--- config.mk ---
export PLATFORM = sky130hd
export DESIGN_NAME = id_ex_operand_stage
export DESIGN_NICKNAME = d
export VERILOG_FILES = /design/src/rtl/id_ex_operand_stage.sv
export SDC_FILE = /design/constraint.sdc
export NUM_CORES = 1
export LEC_CHECK = 0
export CAP_MARGIN = 0
export CORE_MARGIN = 8
export CORE_UTILIZATION = 43
export CTS_BUF_LIST = sky130_fd_sc_hd__clkbuf_4 sky130_fd_sc_hd__clkbuf_8
export CTS_CLUSTER_SIZE = 24
export DETAILED_ROUTE_END_ITERATION = 8
export PLACE_DENSITY_LB_ADDON = 0.05
export SLEW_MARGIN = 40
export SYNTH_ARGS = -nofsm -noshare
export SYNTH_HDL_FRONTEND = slang
export SYNTH_SLANG_ARGS = --single-unit
--- constraint.sdc ---
create_clock -name clk -period 6.1 [get_ports clk]
set_input_delay 1.525 -clock clk [delete_from_list [all_inputs] [get_ports clk]]
set_output_delay 1.525 -clock clk [all_outputs]
set_load 0.005 [all_outputs]
--- src/rtl/id_ex_operand_stage.sv ---
// ID/EX pipeline register feeding the execute-stage ALU.
// Forwards results from EX/MEM and MEM/WB, and inserts a one-cycle bubble on a load-use hazard.
module id_ex_operand_stage #(
    parameter int DATA_W = 16,
    parameter int REG_AW = 3
) (
    input  logic              clk,
    input  logic              rst,
    input  logic              id_valid,
    input  logic [DATA_W-1:0] id_src_data,
    input  logic [DATA_W-1:0] id_dst_data,
    input  logic [REG_AW-1:0] id_src_reg,
    input  logic [REG_AW-1:0] id_dst_reg,
    input  logic              id_src_used,
    input  logic              id_dst_used,
    input  logic              id_alu_add,
    input  logic              id_alu_not,
    input  logic              id_reg_write,
    input  logic              id_mem_read,
    input  logic [REG_AW-1:0] id_wb_reg,
    input  logic              flush,
    input  logic              exm_valid,
    input  logic              exm_reg_write,
    input  logic [REG_AW-1:0] exm_wb_reg,
    input  logic [DATA_W-1:0] exm_result,
    input  logic              mwb_valid,
    input  logic              mwb_reg_write,
    input  logic [REG_AW-1:0] mwb_wb_reg,
    input  logic [DATA_W-1:0] mwb_result,
    output logic              stall_id,
    output logic              ex_valid,
    output logic [DATA_W-1:0] Src,
    output logic [DATA_W-1:0] Dst,
    output logic              ALU_ADD,
    output logic              ALU_NOT,
    output logic              ex_reg_write,
    output logic              ex_mem_read,
    output logic [REG_AW-1:0] ex_wb_reg
);

    typedef struct packed {
        logic              valid;
        logic [DATA_W-1:0] src_data;
        logic [DATA_W-1:0] dst_data;
        logic [REG_AW-1:0] src_reg;
        logic [REG_AW-1:0] dst_reg;
        logic              src_used;
        logic              dst_used;
        logic              alu_add;
        logic              alu_not;
        logic              reg_write;
        logic              mem_read;
        logic [REG_AW-1:0] wb_reg;
    } ex_t;

    ex_t ex_q, ex_d;

    // A load in EX whose destination is read by decode cannot be forwarded in time.
    always_comb begin
        stall_id = ex_q.valid & ex_q.mem_read & id_valid & ~flush &
                   ((id_src_used & (id_src_reg == ex_q.wb_reg)) |
                    (id_dst_used & (id_dst_reg == ex_q.wb_reg)));
    end

    always_comb begin
        ex_d.valid     = id_valid;
        ex_d.src_data  = id_src_data;
        ex_d.dst_data  = id_dst_data;
        ex_d.src_reg   = id_src_reg;
        ex_d.dst_reg   = id_dst_reg;
        ex_d.src_used  = id_src_used & id_valid;
        ex_d.dst_used  = id_dst_used & id_valid;
        ex_d.alu_add   = id_alu_add & id_valid;
        ex_d.alu_not   = id_alu_not & id_valid;
        ex_d.reg_write = id_reg_write & id_valid;
        ex_d.mem_read  = id_mem_read & id_valid;
        ex_d.wb_reg    = id_wb_reg;
        // Flush and load-use stall both turn the slot into an empty bubble.
        if (flush || stall_id) begin
            ex_d = '0;
        end
    end

    always_ff @(posedge clk) begin
        if (rst) begin
            ex_q <= '0;
        end else begin
            ex_q <= ex_d;
        end
    end

    function automatic logic [DATA_W-1:0] fwd(input logic              used,
                                               input logic [REG_AW-1:0] r,
                                               input logic [DATA_W-1:0] rf);
        logic [DATA_W-1:0] v;
        v = rf;
        if (used) begin
            if (exm_valid && exm_reg_write && (exm_wb_reg == r)) begin
                v = exm_result;
            end else if (mwb_valid && mwb_reg_write && (mwb_wb_reg == r)) begin
                v = mwb_result;
            end
        end
        return v;
    endfunction

    always_comb begin
        Src          = fwd(ex_q.src_used, ex_q.src_reg, ex_q.src_data);
        Dst          = fwd(ex_q.dst_used, ex_q.dst_reg, ex_q.dst_data);
        ex_valid     = ex_q.valid;
        ALU_ADD      = ex_q.valid & ex_q.alu_add;
        ALU_NOT      = ex_q.valid & ex_q.alu_not;
        ex_reg_write = ex_q.valid & ex_q.reg_write;
        ex_mem_read  = ex_q.valid & ex_q.mem_read;
        ex_wb_reg    = ex_q.wb_reg;
    end

endmodule
# After elaboration in Yosys (flattened, before gate mapping)
# Cells that the tools add are included.
[word_totals] output_inout_bits=41 word_cells=49 register_bits=48 inputBits=93
[op_classes] eq_ne=6 muxes=6 bitwise_logic=17 n_reduce_logical=8
[ops] operator="16-bit two-way mux" n=6
[ops] operator="3-bit == test" n=6
[ops] operator="1-bit bitwise AND" n=15
[ops] operator="1-bit logical AND" n=6
[ops] operator="2-bit OR reduction" n=1
[ops] operator="1-bit logical OR" n=1
[ops] operator="1-bit inverter" n=1
[ops] operator="1-bit bitwise OR" n=1

# Logic depth before layout (Yosys ltp)
[logic_depth] word_depth=6 mapped_depth=8 ltp_nobuf=4

# Worst setup path after synthesis
# No wires, ideal clock.
[synth_timing] path_type="input to output" from="input port exm_wb_reg[2]" to="output port Src[10]" path_stages=4 path_buffers=1 required_time_ps=4575 path_slack_ps=1879 arrival_time_ps=2696 cell_sequence="xor2_1 > o41ai_2 > buf_4 > o221a_1"
[synth_between] elab_chain_cells=4
[synth_rtl] item="start, declared" line="24" text="input logic [REG_AW-1:0] exm_wb_reg,"
[synth_rtl] item="3-bit == test" line="98" text="if (exm_valid && exm_reg_write && (exm_wb_reg == r)) begin"
[synth_rtl] item="1-bit logical AND" line="98"
[synth_rtl] item="16-bit two-way mux" line="98"
[synth_rtl] item="16-bit two-way mux" line="97" text="if (used) begin"
[synth_rtl] item="end, declared" line="32" text="output logic [DATA_W-1:0] Src,"
# Every way passes these cells.

# Final worst setup path
[layout_timing] from="input port mwb_wb_reg[1]" to="output port Src[14]"
[layout_between] elab_chain_cells=5
[layout_rtl] item="start, declared" line="28" text="input logic [REG_AW-1:0] mwb_wb_reg,"
[layout_rtl] item="3-bit == test" line="100" text="end else if (mwb_valid && mwb_reg_write && (mwb_wb_reg == r)) begin"
[layout_rtl] item="1-bit logical AND" line="100"
[layout_rtl] item="16-bit two-way mux" line="100"
[layout_rtl] item="16-bit two-way mux" line="98"
[layout_rtl] item="16-bit two-way mux" line="97"
# Every way passes these cells.

==> out/results.ini <==
[run_status]
status = complete, no violations

[timing]
hold_ws_ps = 1100
final-setup-viol-count = 0
tns_ps = 0
rsz0062_at_grt = no
fin_worst_skew_ps = 6.20
max_clock_freq_mhz = 178
finalCritPeriodShare = 0.923
relSlewSlack = 0.554
slew_violations = 0
timing_hold_violations_final = 0
post-route-min-period_ps = 5630
setup_ws_ps = 472
worstMarginPinSlew_ps = 669

[finish]
regArea_um2 = 961
nets = 445
largest_reg_flops = 44
n_fill_cell = 458
multiInputGateArea_um2 = 1380
drive_gt1_frac = 0.0625
diodes = 0
area_growth_pct = 57.6
finalCoreUtilization = 0.702

[placement]
hpwl_um = 6000
port_buffers = 133
place_ws_ps = 436
routabilityCongestion = 0.840

[floorplan]
die_y_um = 91.8
design.die.area_um2 = 8420
fp.dieW_um = 91.8
initial_utilization = 0.446
pin_count = 134
core_area_um2 = 5540
num_rows = 27

[job]
maxCapViolations = 0

[synth]
ys_ff_latch = 48
yosysWarnings = 0
syn_nets = 326
syn_area_per_cell_um2 = 10.6
syn_area_um2 = 2470
synth-seq-area-share = 0.389
netlist_instances = 233
synth_cell_types = 26

[worst_setup_path]
cp.required_ps = 4580
worstSetupPathType = primary input to primary output
crit_family = simple AND/OR/NAND/NOR gates
critPathMaxFanout = 16
cp_slowest_cell = or2_1
worst_path_largest_cell_delay_ps = 620
critPathArrivalTime_ps = 4100
path_cells = clkdlybuf4s50_1, xor2_1, nor4_1, or2_1, o221a_1, clkdlybuf4s50_1
cpMostUsedCell = clkdlybuf4s50_1
crit_path_start_kind = primary input
cp.buffers_inverters = 2
critPathCaptureType = primary output

[drt]
post-route-drc-count = 0
drt_first_pass_iters = 4
detail-route-antenna-nets = 0
via_per_inst = 5.50
avgRoutedWirePerCell_um = 18.9
via_count = 2330
drt-initial-drc-count = 95
wl_um = 8030

[global_routing]
antenna_found_initial = 0
grt_remaining_overflow = 0
grt_max_degree = 49
grt_pass1_vias = 2524
track_usage = 0.187
grt_first_pass_wirelength_um = 12900

[clock_network]
clkTransAtPathRegs_ps = 80
cts_tree = done
cts_made_buffers = 5
postCtsResizedCells = 0
cts_setup_buffers = 0
clockBufferDepth = 2
cts.sinks = 48
worstSkewPairLatency_ps = 290
hold_buffers = 0
clock-root-buffer = clkbuf_8
cts_htree_levels = 2

[pwr]
p_sw_uw = 147
p_clk_frac = 0.276
leakagePower_nw = 1.27
switching_share = 0.226
power_frac_seq = 0.510
power.share.combinational = 0.214
power_uw = 649
ir_drop_v = 0.000120
power.density_nw_per_um2 = 167
intPower_uw = 502

[hold_path]
hold_path.class = register to register

logic make-up (layout without fill, tap and decap cells):
kind of cell,count (synthesis),in the layout,share of synthesized area
buf+inv,27,146,0.0618
flops,48,48,0.389
compound gates,35,35,0.166
xor+xnor,18,18,0.0699
simple gates,105,105,0.313
worst register-to-register path, cell delays in order, from the launching register on:
cell and delay, ps:
dfxtp_1 380, xnor2_1 150, nand4_1 190, a21oi_4 190, buf_4 450, nor4b_1 110
synth_stat cells:
cell | count | share of area
nand3_1 | 4 | 0.0081
xor2_1 | 10 | 0.035
nor2b_1 | 1 | 0.0025
buf_4 | 4 | 0.012
nor4_2 | 1 | 0.0051
nand2b_1 | 25 | 0.063
dfxtp_1 | 48 | 0.39
nand4_1 | 2 | 0.0051
o41ai_2 | 1 | 0.0066
nor4b_1 | 41 | 0.15
a21oi_1 | 1 | 0.0020
xnor2_1 | 6 | 0.021
nor3_1 | 6 | 0.012
nor4_1 | 1 | 0.0025
clkbuf_1 | 14 | 0.021
buf_6 | 4 | 0.018
or2b_1 | 7 | 0.021
buf_2 | 5 | 0.010
and2_1 | 4 | 0.010
o41ai_4 | 1 | 0.011
o221a_1 | 32 | 0.15
nand2_1 | 8 | 0.012
nor3b_1 | 1 | 0.0030
or2_1 | 2 | 0.0051
xor2_2 | 2 | 0.013
nor4_4 | 2 | 0.017
worst paths after layout:
check	startpoint	end	slack, ps	cells past startpoint
max reg2reg	ex_wb_reg[1]$_SDFF_PP0_	ex_q[12]$_SDFF_PP0_	4500	5
min	ex_q[3]$_SDFF_PP0_	ex_q[3]$_SDFF_PP0_	1100	5
max	mwb_wb_reg[1]	Src[14]	470	6
min reg2reg	ex_q[3]$_SDFF_PP0_	ex_q[3]$_SDFF_PP0_	1100	5
layout by cell type (no fill, tap or decap), drive strengths merged:
cell type	n
dfxtp	48
clkdlybuf4s50	132
buf	7
a21oi	1
nor2b	1
o221a	32
nand3	4
nor4	4
nand4	2
xor2	12
clkbuf	6
o41ai	2
or2b	7
nand2	8
and2	4
nand2b	25
nor4b	41
clkinv	1
xnor2	6
nor3b	1
nor3	6
or2	2
metal layers:
layer / global-route usage / vias to the layer above / wire length [um]
met2: 0.331 / 92 / 3980
met5: 0 / - / 0
li1: - / 1118 / -
met4: 0.0564 / 0 / 145
met1: 0.206 / 1109 / 3180
met3: 0.0628 / 11 / 713
final cells by class:
class,count,area share
timing repair buffer,139,0.355
tap,72,0.0232
clock buffer,6,0.0196
sequential,48,0.247
multi-input combinational,158,0.354
clock inverter,1,0.00129
through the flow:
step,area [um2],instances
5_1_grt,3890,424
2_1_floorplan,2470,233
4_1_cts,3890,424
6_report,3890,424
3_5_place_dp,3810,417
3_3_place_gp,3780,415
power groups by stage:
stage / clock network, mW / registers [mW] / logic [mW]
3_5_place_dp: 0 / 0.338 / 0.139
6_report: 0.179 / 0.331 / 0.138
2_1_floorplan: 0 / 0.337 / 0.0490
5_1_grt: 0.199 / 0.332 / 0.149
4_1_cts: 0.186 / 0.331 / 0.139
3_3_place_gp: 0 / 0.338 / 0.137
No activity file was read; power rests on OpenSTA's default activity.
